==> config.mk <==
export PLATFORM = sky130hd
export DESIGN_NAME = flash_record_logger
export DESIGN_NICKNAME = d
export VERILOG_FILES = /design/src/rtl/flash_log_pkg.sv /design/src/rtl/flash_log_fifo.sv /design/src/rtl/flash_record_logger.sv
export SDC_FILE = /design/constraint.sdc
export NUM_CORES = 1
export LEC_CHECK = 0
export CORE_UTILIZATION = 60
export DETAILED_ROUTE_END_ITERATION = 10
export GPL_TIMING_DRIVEN = 0
export PLACE_DENSITY = 0.83
export SKIP_CTS_REPAIR_TIMING = 1
export SYNTH_ARGS = -nofsm -noshare
export SYNTH_HDL_FRONTEND = slang
export SYNTH_SLANG_ARGS = --single-unit
==> constraint.sdc <==
create_clock -name CLK -period 19.3 [get_ports CLK]
set_input_delay 1.93 -clock CLK [delete_from_list [all_inputs] [get_ports CLK]]
set_output_delay 1.93 -clock CLK [all_outputs]
set_load 0.05 [all_outputs]
==> src/rtl/flash_log_pkg.sv <==
// Shared constants, state encoding and address-advance helper
// for the flash record logger.
package flash_log_pkg;

  localparam logic [7:0] CMD_WREN      = 8'h06;
  localparam logic [7:0] CMD_SE        = 8'hD8;
  localparam logic [7:0] CMD_MEM_WRITE = 8'h11;
  localparam logic [7:0] CMD_FREAD     = 8'h0B;

  localparam int         REC_BYTES = 6;
  localparam logic [7:0] PAGE_LAST = 8'd250;

  typedef enum logic [2:0] {
    S_IDLE,
    S_WREN,
    S_SE,
    S_WR,
    S_RD,
    S_CMP,
    S_FULL
  } state_t;

  // A record never straddles a page: the last 4 bytes of each
  // page are skipped.
  function automatic logic [23:0] next_addr(
    input logic [23:0] a
  );
    logic [23:0] n;
    n = a + 24'(REC_BYTES);
    if (n[7:0] > PAGE_LAST)
      n = {a[23:8] + 16'd1, 8'h00};
    return n;
  endfunction

endpackage

==> src/rtl/flash_log_fifo.sv <==
// Record buffer: synchronous FIFO with first-word-fall-through
// head, full/empty flags and a synchronous flush.
module flash_log_fifo
  import flash_log_pkg::*;
#(
  parameter int DEPTH = 8,
  parameter int W     = 48
) (
  input  logic         CLK,
  input  logic         reset,
  input  logic         flush,
  input  logic         push,
  input  logic         pop,
  input  logic [W-1:0] din,
  output logic [W-1:0] head,
  output logic         full,
  output logic         empty
);

  localparam int AW = $clog2(DEPTH);

  logic [W-1:0] mem [DEPTH];
  logic [AW:0]  wp;
  logic [AW:0]  rp;
  logic         do_push;
  logic         do_pop;

  assign empty = (wp == rp);
  assign full  = (wp[AW] != rp[AW]) &&
                 (wp[AW-1:0] == rp[AW-1:0]);
  assign head  = mem[rp[AW-1:0]];

  assign do_push = push && !full;
  assign do_pop  = pop && !empty;

  always_ff @(posedge CLK) begin
    if (reset || flush) begin
      wp <= '0;
      rp <= '0;
    end else begin
      if (do_push) wp <= wp + 1'b1;
      if (do_pop)  rp <= rp + 1'b1;
    end
  end

  always_ff @(posedge CLK) begin
    if (do_push) mem[wp[AW-1:0]] <= din;
  end

endmodule

==> src/rtl/flash_record_logger.sv <==
// Appends buffered 48-bit records to a sector-erased flash log.
// Optional write readback/compare: FLASH_LOG_READBACK_EN.
module flash_record_logger
  import flash_log_pkg::*;
#(
  parameter logic [23:0] BASE_ADDR  = 24'h100000,
  parameter logic [23:0] END_ADDR   = 24'h200000,
  parameter int          FIFO_DEPTH = 8
) (
  input  logic        CLK,
  input  logic        reset,
  input  logic        rec_valid,
  input  logic [47:0] rec_data,
  output logic        rec_ready,
  output logic [7:0]  mem_cmd,
  output logic [23:0] mem_addr,
  output logic [47:0] mem_val,
  output logic        mem_trig,
  output logic        mem_quad,
  input  logic        mem_busy,
  input  logic [47:0] mem_data,
  output logic [23:0] wr_addr,
  output logic        log_full,
  output logic [15:0] rec_count,
  output logic        err
);

  state_t      state;
  state_t      state_nx;
  logic        fifo_full;
  logic        fifo_empty;
  logic [47:0] head;
  logic        push;
  logic        pop;
  logic        flush;
  logic        issued;
  logic        is_cmd;
  logic        start;
  logic        done;
  logic        wr_done;
  logic [7:0]  cmd_sel;
  logic [23:0] addr_sel;

`ifdef FLASH_LOG_READBACK_EN
  logic [23:0] sh_addr;
  logic [47:0] sh_data;
`endif

  assign mem_quad  = 1'b0;
  assign log_full  = (state == S_FULL);
  assign rec_ready = !reset && !fifo_full && !log_full;
  assign push      = rec_valid && rec_ready;

  flash_log_fifo #(
    .DEPTH (FIFO_DEPTH),
    .W     (48)
  ) u_fifo (
    .CLK   (CLK),
    .reset (reset),
    .flush (flush),
    .push  (push),
    .pop   (pop),
    .din   (rec_data),
    .head  (head),
    .full  (fifo_full),
    .empty (fifo_empty)
  );

  assign is_cmd = (state == S_WREN) ||
                  (state == S_SE)   ||
                  (state == S_WR)   ||
                  (state == S_RD);

  // issued marks a command whose trigger has gone out; it ends
  // once the trigger is down and the controller is idle.
  assign start   = is_cmd && !issued && !mem_busy;
  assign done    = issued && !mem_trig && !mem_busy;
  assign wr_done = (state == S_WR) && done;

  always_comb begin
    cmd_sel  = CMD_WREN;
    addr_sel = wr_addr;
    unique case (1'b1)
      (state == S_SE): cmd_sel = CMD_SE;
      (state == S_WR): cmd_sel = CMD_MEM_WRITE;
`ifdef FLASH_LOG_READBACK_EN
      (state == S_RD): begin
        cmd_sel  = CMD_FREAD;
        addr_sel = sh_addr;
      end
`endif
      default: ;
    endcase
  end

  always_ff @(posedge CLK) begin
    if (reset) begin
      mem_trig <= 1'b0;
      issued   <= 1'b0;
      mem_cmd  <= '0;
      mem_addr <= '0;
      mem_val  <= '0;
    end else if (start) begin
      mem_trig <= 1'b1;
      issued   <= 1'b1;
      mem_cmd  <= cmd_sel;
      mem_addr <= addr_sel;
      if (state == S_WR) mem_val <= head;
    end else if (mem_trig && mem_busy) begin
      mem_trig <= 1'b0;
    end else if (done) begin
      issued   <= 1'b0;
    end
  end

  always_ff @(posedge CLK) begin
    if (reset) state <= S_IDLE;
    else       state <= state_nx;
  end

  always_comb begin
    state_nx = state;
    pop      = 1'b0;
    flush    = 1'b0;
    case (state)
      S_IDLE: begin
        if (wr_addr == END_ADDR)
          state_nx = S_FULL;
        else if (!fifo_empty)
          state_nx = (wr_addr[15:0] == 16'h0) ?
                     S_WREN : S_WR;
      end
      S_WREN: if (done) state_nx = S_SE;
      S_SE:   if (done) state_nx = S_WR;
      S_WR: begin
        if (done) begin
          pop = 1'b1;
`ifdef FLASH_LOG_READBACK_EN
          state_nx = S_RD;
`else
          state_nx = S_IDLE;
`endif
        end
      end
`ifdef FLASH_LOG_READBACK_EN
      S_RD:  if (done) state_nx = S_CMP;
      S_CMP: state_nx = S_IDLE;
`endif
      S_FULL: flush = 1'b1;
      default: state_nx = S_IDLE;
    endcase
  end

  always_ff @(posedge CLK) begin
    if (reset) begin
      wr_addr   <= BASE_ADDR;
      rec_count <= '0;
    end else if (wr_done) begin
      wr_addr <= next_addr(wr_addr);
      if (rec_count != 16'hFFFF)
        rec_count <= rec_count + 16'd1;
    end
  end

`ifdef FLASH_LOG_READBACK_EN
  always_ff @(posedge CLK) begin
    if (reset) begin
      sh_addr <= '0;
      sh_data <= '0;
      err     <= 1'b0;
    end else begin
      if (wr_done) begin
        sh_addr <= wr_addr;
        sh_data <= head;
      end
      if (state == S_CMP && mem_data != sh_data)
        err <= 1'b1;
    end
  end
`else
  logic unused_data;
  assign unused_data = ^mem_data;
  assign err = 1'b0;
`endif

endmodule

=== Yosys cells after proc, flatten, opt, wreduce, memory -nomap -nowiden ===
Memories as Yosys holds them, arrays and structs flattened. A register that Yosys moved wholly into a read port is not among the register bits.
Cells that the tools add are included.

* Output and inout bits: 125
* Memories: 1
* ROM bits: 0
* Memory bits (writable): 384
* Latch bits: 0
* Logic and storage cells: 82
* Register bits: 85

* Reductions and logical operators: 31
* $add $sub $neg: 5
* $mul: 0
* $lt $le $gt $ge: 1
* Shift operators: 0
* Mux-type cells: 19
* Equal/unequal tests: 15
* Bitwise operators: 1
* Div/mod/pow operators: 0

{| class="wikitable"
|+ Memory list
! memory !! depth !! width !! rd ports !! clocked after memory_dff !! write ports !! line !! RTL
|-
| u_fifo.mem || 8 || 48 || 1 || 1 || 1 || flash_log_fifo.sv:22 || <nowiki>logic [W-1:0] mem [DEPTH];</nowiki>
|}

{| class="wikitable"
|+ Operators by type and width
! kind !! count
|-
| $add 16x1->16 const B || 2
|-
| $add 24x3->24 const B || 1
|-
| $eq 24x22->1 const B || 1
|-
| $mux 24 || 1
|-
| $logic_not 16->1 || 1
|-
| $ne 16x16->1 const B || 1
|-
| $pmux 8 s2 || 1
|-
| $mux 3 || 5
|-
| $pmux 3 s5 || 1
|-
| $logic_and 1x1->1 || 12
|-
| $mux 1 || 10
|-
| $add 4x1->4 const B || 2
|-
| $gt 8x8->1 const B || 1
|-
| $ne 2x2->1 const B || 4
|-
| $logic_not 1->1 || 7
|-
| $eq 3x2->1 const B || 2
|-
| $eq 3x3->1 const B || 2
|-
| $reduce_and 2->1 || 3
|-
| $reduce_and 5->1 || 1
|-
| $eq 4x4->1 || 1
|-
| $logic_or 1x1->1 || 4
|-
| $reduce_bool 2->1 || 2
|-
| $eq 3x1->1 const B || 1
|-
| $eq 3x3->1 || 1
|-
| other kinds (5) || 5
|}

=== Longest topological paths before layout ===
Gate-level depths: netlist (run 1).

* Word-level depth: 9
* Gate-level depth with buffers: 8
* Gate-level depth less buffers: 7

=== By module ===
From an unflattened synthesis (run 1), not the netlist that was laid out.

* Cell total of the unflattened synthesis: 1291
* Area, all modules: 20654.8 um^2

{| class="wikitable"
|+ By module, submodules not included
! module !! area each (um^2) !! times used !! cells an instance !! sequential area each (um^2)
|-
| flash_log_fifo || 15446.1 || 1 || 641 || 11751.3
|-
| flash_record_logger || 5208.7 || 1 || 650 || 2382.3
|}

=== Worst setup path before layout (run 1) ===
OpenSTA, ideal clock, no wires.

* Path type: input-to-reg
* From: in reset
* To: mem u_fifo.mem[0][0], enable pin
* Buffers on the path: 0
* Slack: 11757 ps
* Library setup time: 573 ps
* Arrival time: 6970 ps
* Data required time: 18727 ps
* Stages on the path: 3
* Cell sequence: nor2_1 > nand3_1 > nor4_1

* Cells in the longest elaborated chain, start to end: 7

{| class="wikitable"
|+ Ends and longest elaborated chain
! what !! line !! RTL
|-
| from (decl) || flash_record_logger.sv:11 || <nowiki>input logic reset,</nowiki>
|-
| $logic_not 1->1 || flash_record_logger.sv:51 || <nowiki>assign rec_ready = !reset && !fifo_full && !log_full;</nowiki>
|-
| $logic_and 1x1->1 (2 in series) || flash_record_logger.sv:51 ||
|-
| $logic_and 1x1->1 || flash_record_logger.sv:52 || <nowiki>assign push = rec_valid && rec_ready;</nowiki>
|-
| $logic_and 1x1->1 || flash_log_fifo.sv:33 || <nowiki>assign do_push = push && !full;</nowiki>
|-
| $mux 1 || flash_log_fifo.sv:47 || <nowiki>if (do_push) mem[wp[AW-1:0]] <= din;</nowiki>
|-
| $mux 1 (implied by the code) || flash_log_fifo.sv:47 ||
|-
| to (decl) || flash_log_fifo.sv:22 ||
|}

Every way passes these cells.

=== Worst setup path after layout (run 1) ===
* From: in reset
* To: out rec_ready

* Cells in the longest elaborated chain, start to end: 3

{| class="wikitable"
|+ Ends and longest elaborated chain
! what !! line !! RTL
|-
| $logic_not 1->1 || flash_record_logger.sv:51 ||
|-
| $logic_and 1x1->1 (2 in series) || flash_record_logger.sv:51 ||
|-
| to (decl) || flash_record_logger.sv:14 || <nowiki>output logic rec_ready,</nowiki>
|}

Every way passes these cells.

==> results of run 1 <==
==> per-stage QoR <==
| step | setup WS (ns) | hold WS [ns] | instances | power [uW] |
|---|---|---|---|---|
| 3_3_place_gp | 6.71 | 0.468 | 1812 | 1340 |
| 5_1_grt | 13.43 | 0.523 | 1939 | 2330 |
| 2_1_floorplan | 11.76 | 0.455 | 1199 | 1290 |
| 4_1_cts | 13.53 | 0.488 | 1939 | 2280 |
| 6_report | 13.47 | 0.481 | 1939 | 2280 |
| 3_5_place_dp | 13.53 | 0.474 | 1846 | 1350 |
==> placed cells by master (no fill, tap or decap), drive strengths merged, types with 5 or more instances in the layout <==
cell type / synthesis / final
a211oi: 51 / 51
a21oi: 36 / 36
and3: 8 / 8
buf: 28 / 62
clkbuf: 57 / 124
clkdlybuf4s50: 0 / 171
clkinv: 0 / 19
conb: 1 / 5
dfxtp: 127 / 127
edfxtp: 384 / 384
ha: 6 / 6
inv: 10 / 12
mux2: 5 / 5
mux2i: 69 / 69
mux4: 96 / 96
nand2: 19 / 19
nand2b: 5 / 5
nand3: 21 / 21
nand4: 11 / 11
nor2: 126 / 126
nor2b: 9 / 9
nor3: 14 / 14
nor4: 10 / 10
o211ai: 7 / 7
o21ai: 6 / 6
o31ai: 11 / 11
or4: 10 / 10
xnor2: 11 / 11
xor2: 13 / 13
==> power breakdown <==
| group | internal [uW] | switching (uW) | leakage (uW) |
|---|---|---|---|
| clock network | 540 | 410 | 0.000796 |
| logic | 43.6 | 77.3 | 0.00236 |
| registers | 1200 | 7.20 | 0.00449 |
==> layout make-up <==
cell class / count / share of cell area [%]
Clock inverter: 26 / 0.916
Multi-Input combinational cell: 593 / 22.4
Buffer: 85 / 1.51
Tap cell: 442 / 2.29
Timing Repair Buffer: 205 / 8.82
Inverter: 10 / 0.155
Clock buffer: 67 / 5.78
Sequential cell: 511 / 58.2
==> final timing paths <==
check / startpoint / to / slack, ns / cells after the start
worst min register to register: mem_addr[1] / mem_addr[1] / 0.48 / 2
worst max-delay path: reset / rec_ready / 13.47 / 4
worst min-delay path: mem_addr[1] / mem_addr[1] / 0.48 / 2
worst max register to register: u_fifo.rp[0] / u_fifo.mem[1][36] / 15.58 / 8
==> metal layers <==
metal | global-route usage, % | wire length, um | up-vias
met3 | 4.93 | 4360 | 111
met5 | 0 | 0 | -
met1 | 37.3 | 17700 | 6024
met4 | 9.27 | 1310 | 0
li1 | - | - | 5206
met2 | 48.3 | 23600 | 718
==> worst register-to-register path, stage by stage (launching register included) <==
cell and delay (ns):
dfxtp_1 0.36, clkbuf_1 0.47, buf_2 0.50, xnor2_1 0.16, nand4_1 0.19, nand3_1 0.31, nor3_2 0.97, buf_6 0.29
buf_8 0.18
==> registers in the layout (all words and copies together) (netlist names) <==
name	count
wr_addr	23
mem_val	48
mem_cmd	4
issued	1
u_fifo.mem	384
u_fifo.wp	4
state	3
u_fifo.rp	4
mem_addr	23
mem_trig	1
rec_count	16
==> kinds of logic after synthesis <==
kind of cell,Yosys count
buffers and inverters,95
and+or+nand+nor,259
muxes,170
xor gates and xnor gates,24
other,1
AOI/OAI and AO/OA,129
DFF,511
adders and majority gates,6
==> impl_metrics.toml, run 1 <==
[cells_and_area]
nNetsFinal = 1562
register_area_mm2 = 0.0141
multi_input_area_mm2 = 0.00541
nFillCells = 1905
drive_gt1_share_pct = 16.6
antenna_cells = 0
design_area_mm2 = 0.0242
post-route-util_pct = 74.3
syn_to_final_growth_pct = 22.0

[yosys]
synth.area.top_cells = "edfxtp_1, dfxtp_1, mux4_2, mux2i_1, nor2_1"
yosysTopAreaCell = "edfxtp_1"
synth_edf_count = 384
synth-compound-area-share_pct = 4.42
synth_top_family_by_area = "multiplexers"
ys_types = 52
syn_area_per_cell_um2 = 16.6
synth-seq-area-share_pct = 71.0
synth_top_area_share_pct = 58.2
yosys.area_share.simple_pct = 6.40
yosys_warnings = 0
syn_inst = 1195
synth.most_common_cell = "edfxtp_1"
ys_ff_latch = 511
muxShareOfSynthArea_pct = 14.7
synthArstFlopShare_pct = 0
synth-xor-area-share_pct = 1.06
ys_top_cells_by_count = "edfxtp_1, dfxtp_1, nor2_1"
netlist_area_mm2 = 0.0198
ys.flop_type = "edfxtp_1"
synth-adder-area-share_pct = 0.379

[global_route]
grt_overflow = 0
grt_pass1_vias = 12100
grt_pass1_wl_um = 70900
grt_max_degree = 27
grt_use_total_pct = 28.4
antenna_found_initial = 0

[pwr]
max-vdd-ir-drop_uv = 84.2
p_leak_uw = 0.00765
power_per_cell_area_mw_per_mm2 = 94.1

[timing]
finalCritPeriodShare_pct = 30.2
rsz0062_at_grt = "false"
fin_crit_ns = 5.83
max_freq_mhz = 171
finalSetupViolCount = 0
fin_tns_setup_ns = 0
relSlewSlack_pct = 14.7
fin_skew_ns = 0.0225
hold_viol = 0
worstMarginPinSlew_ns = 1.27
slew_violations = 0

[run]
maxCapViolations = 0

[clock_network]
clk_path_buf_depth = 3
cts-root-buf = "clkbuf_16"
insertion_delay_ns = 0.57
clock-sinks = 511
cts_tree = "yes"
cts.reportedPaths.clkPinSlew_ns = 0.06
numCtsBuffers = 50
htreeDepth = 2

[routing]
drt-wirelength-per-cell_um = 24.2
drt_iter0_drc = 1278
avgViaCountPerCell = 6.22
vias = 12100
drc = 0
ant_nets = 0
dr.pass1.iters = 5
wl_um = 47000

[worst_setup_path]
cp-end-kind = "output port"
cp_common_cell = "clkdlybuf4s50_1"
crit_chain = "clkdlybuf4s50_1 > nor2_1 > and2_1 > clkdlybuf4s50_1"
critPathMaxStageDelay_ns = 0.89
crit_family = "buffers and inverters"
crit_type = "in -> out"
crit_buf_inv = 2
startpoint_type = "primary input"
worstPathMaxFanout = 6
cpMaxStageDelayCell = "clkdlybuf4s50_1"
worstPathArrival_ns = 3.90
required_ns = 17.37

[floorplan]
num_rows = 66
die_area_mm2 = 0.0338
chipHeight_um = 184
die_x_um = 184
core_mm2 = 0.0325
start_util_pct = 60.9
ios = 225

[placement]
gp_congestion = 0.969
dpl-instance-area_mm2 = 0.0226
dp_hpwl_um = 29400
portBuffers = 171

[status]
outcome = "complete, no violations"

[hold_path]
hold_path.class = "reg -> reg"
No activity file was read; power rests on OpenSTA's default activity.
==> run 2: changes to the inputs <==
Settings changed: CORE_UTILIZATION 60 to 51, PLACE_DENSITY 0.83 to 0.75.
Clock period 19.3 ns to 4.85 ns, I/O delays scaled along.
==> impl_metrics.toml, run 2 (same netlist as run 1, synthesis figures left out) <==
[cells_and_area]
post-route-util_pct = 64.4
mostFrequentLayoutCell = "edfxtp_1"
nNetsFinal = 1559
nFillCells = 2646
drive_gt1_share_pct = 16.2
final_cell_mix = "edfxtp_1, clkdlybuf4s50_1, dfxtp_1, nor2_1, mux4_2"
design_area_mm2 = 0.0244
syn_to_final_growth_pct = 23.3
largest_register_ffs = 384

[routing]
dr.pass1.iters = 6
drc = 0
ant_nets = 0
avgViaCountPerCell = 5.77
drt-wirelength-per-cell_um = 22.5
vias = 11600
drt_iter0_drc = 820
wl_um = 45200

[hold_path]
hold_path.class = "reg -> reg"
hold_path_depth = 2
whs_endpoint = "u_fifo.wp[3]"
min_from = "u_fifo.wp[3]"

[floorplan]
die_x_um = 199
chipHeight_um = 199
num_rows = 71
ios = 225
core_mm2 = 0.0379
die_area_mm2 = 0.0397
start_util_pct = 52.2

[timing]
finalCritPeriodShare_pct = 74.8
worstMarginPinSlew_ns = 1.43
relSlewSlack_pct = 3.65
rsz0062_at_grt = "false"
fin_crit_ns = 3.63
fin_tns_setup_ns = 0
fin_skew_ns = 0.0204
hold_viol = 0
hold_slack_ns = 0.486
slew_violations = 0
max_freq_mhz = 276
finalSetupViolCount = 0

[clock_network]
insertion_delay_ns = 0.60
cts_tree = "yes"
cts-root-buf = "clkbuf_16"
clock-sinks = 511
htreeDepth = 2
clk_path_buf_depth = 3
cts.reportedPaths.clkPinSlew_ns = 0.06
numCtsBuffers = 51

[global_route]
grt_use_total_pct = 23.3
met2_usage_pct = 38.8
grt_max_degree = 21
antenna_found_initial = 4
grt_overflow = 0
grt_pass1_vias = 11800
grt_busiest_layer = "met2"
grt_pass1_wl_um = 68100
grtUsageMet3_pct = 5.06
grtUsageMet1_pct = 30.9

[worst_setup_path]
rrSetupSlack_ns = 1.24
r2r_end = "mem_val[21]"
crit_family = "buffers and inverters"
worstPathMaxFanout = 10
startpoint_type = "flip-flop"
required_ns = 4.37
worstPathArrival_ns = 3.14
crit_chain = "clkbuf_1 > buf_2 > xnor2_1 > nand4_1 > and2_1 > clkdlybuf4s50_1"
crit_type = "reg -> out"
timing.rr.start = "state[1]"
critPathMaxStageDelay_ns = 0.89
crit_buf_inv = 3
rr_worst_depth = 6
cpMaxStageDelayCell = "clkdlybuf4s50_1"
cp-end-kind = "output port"

[status]
outcome = "complete, no violations"

[placement]
dpl-instance-area_mm2 = 0.0227
portBuffers = 171
dp_hpwl_um = 29800
gp_congestion = 0.958

[pwr]
p_leak_uw = 0.00768
max-vdd-ir-drop_uv = 310
power_per_cell_area_mw_per_mm2 = 380

[run]
maxCapViolations = 0
-- run 2: cell count changes in the layout (fill, tap and decap cells not counted), moves of 3 or more --
cell       delta
buf_4         -8
bufinv_16     +3
buf_12        +4
clkbuf_1      +5
clkinv_2      -8
-- run 2: worst max-delay path by stage --
stage	start	end	slack, ns	cells after the start
global placement	u_fifo.rp[0]	u_fifo.mem[4][7]	-4.08	6
global route	state[1]	mem_val[24]	1.01	6
detailed placement	mem_busy	mem_val[47]	1.19	5
CTS	u_fifo.rp[0]	rec_ready	1.14	6
finish	u_fifo.rp[0]	rec_ready	1.22	6
floorplan	state[0]	u_fifo.mem[1][0]	-0.38	5
-- run 2: routing by layer --
metal | routed length (um) | vias up
met3 | 3450 | 74
met1 | 18500 | 5865
met5 | 41 | -
met2 | 22300 | 433
li1 | - | 5202
met4 | 912 | 6
-- run 2: power by group --
group	leakage (uW)	internal [uW]	total (uW)	switching (uW)
Sequential	0.00449	4770	4790	28.0
Combinational	0.00235	175	478	303
Clock	0.000835	2350	4000	1650
Total	0.00768	7290	9270	1980
-- run 2: area by class of cell --
type                    instances  area (um^2)  area share [%]
flip-flops and latches        511        14100            57.6
inverters                      10         37.5           0.154
repair buffers                201         2170            8.87
well taps                     511          639            2.62
multi-input cells             593         5420            22.2
diodes                          1         2.50          0.0102
clock inverters                22          279            1.14
clock buffers                  74         1450            5.92
plain buffers                  85          364            1.49
-- run 2: worst min-delay path: cells and delay by family, from the launching register on --
kind | cells | cell delay, ns
mux | 1 | 0.05
simple gates | 1 | 0.06
flops | 1 | 0.33
-- run 2: metrics by stage --
| step | total power [uW] | std cells | setup slack (ns) |
|---|---|---|---|
| global placement | 5330 | 1881 | -4.08 |
| floorplan | 5150 | 1199 | -0.382 |
| global route | 9540 | 2007 | 1.01 |
| CTS | 9320 | 2007 | 1.14 |
| finish | 9270 | 2008 | 1.22 |
| detailed placement | 5360 | 1911 | 1.19 |
==> run 3: changes to the inputs <==
Settings changed: CORE_UTILIZATION 51 to 56, PLACE_DENSITY 0.75 to 0.79.
Clock period 4.85 ns to 3.5 ns, I/O delays scaled along.
==> impl_metrics.toml, run 3 (same netlist as run 1, synthesis figures left out) <==
[status]
outcome = "complete, no violations"

[cells_and_area]
mostFrequentLayoutCell = "edfxtp_1"
drive_gt1_share_pct = 16.7
design_area_mm2 = 0.0244
final_cell_mix = "edfxtp_1, clkdlybuf4s50_1, dfxtp_1, nor2_1, mux4_2"
nNetsFinal = 1565
largest_register_ffs = 384
syn_to_final_growth_pct = 23.3

[timing]
relSlewSlack_pct = 31.1
fin_skew_ns = 0.0287
hold_viol = 0
fin_tns_setup_ns = 0
fin_crit_ns = 3.33
slew_violations = 0
finalSetupViolCount = 0
worstMarginPinSlew_ns = 1.03
max_freq_mhz = 300
rsz0062_at_grt = "false"
finalCritPeriodShare_pct = 95.1
fin_ws_ns = 0.170

[floorplan]
chipHeight_um = 190
num_rows = 68
die_x_um = 190
start_util_pct = 57.1
core_mm2 = 0.0347
ios = 225
die_area_mm2 = 0.0361

[worst_setup_path]
crit_family = "buffers and inverters"
worstPathArrival_ns = 3.74
crit_chain = "clkbuf_1 > nand3b_1 > nor3_2 > clkbuf_1 > clkbuf_1 > a211oi_1"
rr_worst_depth = 6
crit_buf_inv = 3
critPathMaxStageDelay_ns = 0.71
crit_cells = 6
crit_type = "reg -> reg"
worstPathMaxFanout = 10
cp-end-kind = "flip-flop"
required_ns = 3.91
cp_common_cell = "clkbuf_1"
startpoint_type = "flip-flop"
cpMaxStageDelayCell = "nor3_2"

[placement]
gp_congestion = 0.862
place_worst_setup_slack_ns = -0.244
portBuffers = 171
dpl-instance-area_mm2 = 0.0227
dp_hpwl_um = 29200

[clock_network]
clk_path_buf_depth = 3
numCtsBuffers = 48
cts.reportedPaths.clkPinSlew_ns = 0.06
cts_tree = "yes"
insertion_delay_ns = 0.58
cts-root-buf = "clkbuf_16"
htreeDepth = 2
clock-sinks = 511

[routing]
drt_iter0_drc = 1096
dr.pass1.iters = 7
ant_nets = 0
wl_um = 46200
drc = 0
drt-wirelength-per-cell_um = 23.6
vias = 11900
avgViaCountPerCell = 6.07

[hold_path]
hold_path.class = "reg -> reg"
hold_path_depth = 2

[global_route]
grt_overflow = 0
grt_max_degree = 26
antenna_found_initial = 1
grt_use_total_pct = 25.8
grt_pass1_wl_um = 68900
grt_pass1_vias = 11700

[run]
maxCapViolations = 0

[pwr]
power_per_cell_area_mw_per_mm2 = 512
max-vdd-ir-drop_uv = 580
p_leak_uw = 0.00773
==> run 3: cell types whose count changed in the layout (fill, tap and decap cells not counted), sizes merged <==
cell           previous run  this run
bufinv                    5         3
clkinv                   13        15
diode                     1         3
dlymetal6s2s              0         1
clkdlybuf4s50           171       170
clkinvlp                  2         1
buf                      58        67
inv                      12        11
clkbuf                  131       127
==> run 3: worst min-delay path, cell delays in order, from the launching register on <==
cell and delay, ns:
dfxtp_1 0.33, a21oi_1 0.06, nor2_1 0.07
==> run 3: layout make-up <==
cell class,count,area [um^2]
Buffer,85,364
Clock inverter,20,228
Fill cell,2153,10300
Inverter,10,37.5
Multi-Input combinational cell,593,5450
Timing Repair Buffer,210,2340
Clock buffer,70,1370
Sequential cell,511,14100
Antenna cell,3,7.51
Tap cell,455,569
==> run 3: power by group <==
part           internal, uW  switching [uW]
logic                   248             430
clock network          2970            2210
registers              6600            39.4
==> run 3: metal layers <==
layer  vias to the layer above  global-route usage (%)  share of wire, %
met3                        95                    4.32               8.0
met1                      5957                    34.3                39
met2                       609                    43.5                50
li1                       5212                       -                 -
met4                         2                    8.37               2.6
met5                         -                       0             0.028
==> run 3: final timing paths <==
kind                             startpoint           to  slack [ns]
worst max-delay path               state[1]  mem_val[25]        0.17
worst min register to register  mem_addr[1]  mem_addr[1]        0.49
worst min-delay path            mem_addr[1]  mem_addr[1]        0.49
worst max register to register     state[1]  mem_val[25]        0.17
==> run 3: per-stage QoR <==
| step | power (uW) | std cells | utilization [%] | hold slack (ns) |
|---|---|---|---|---|
| 2_1_floorplan | 7140 | 1199 | - | 0.449 |
| 3_3_place_gp | 7390 | 1825 | 63.8 | 0.466 |
| 3_5_place_dp | 7440 | 1849 | 65.4 | 0.485 |
| 4_1_cts | 12600 | 1939 | 70.0 | 0.479 |
| 5_1_grt | 12800 | 1954 | 70.4 | 0.489 |
| 6_report | 12500 | 1957 | 70.4 | 0.494 |
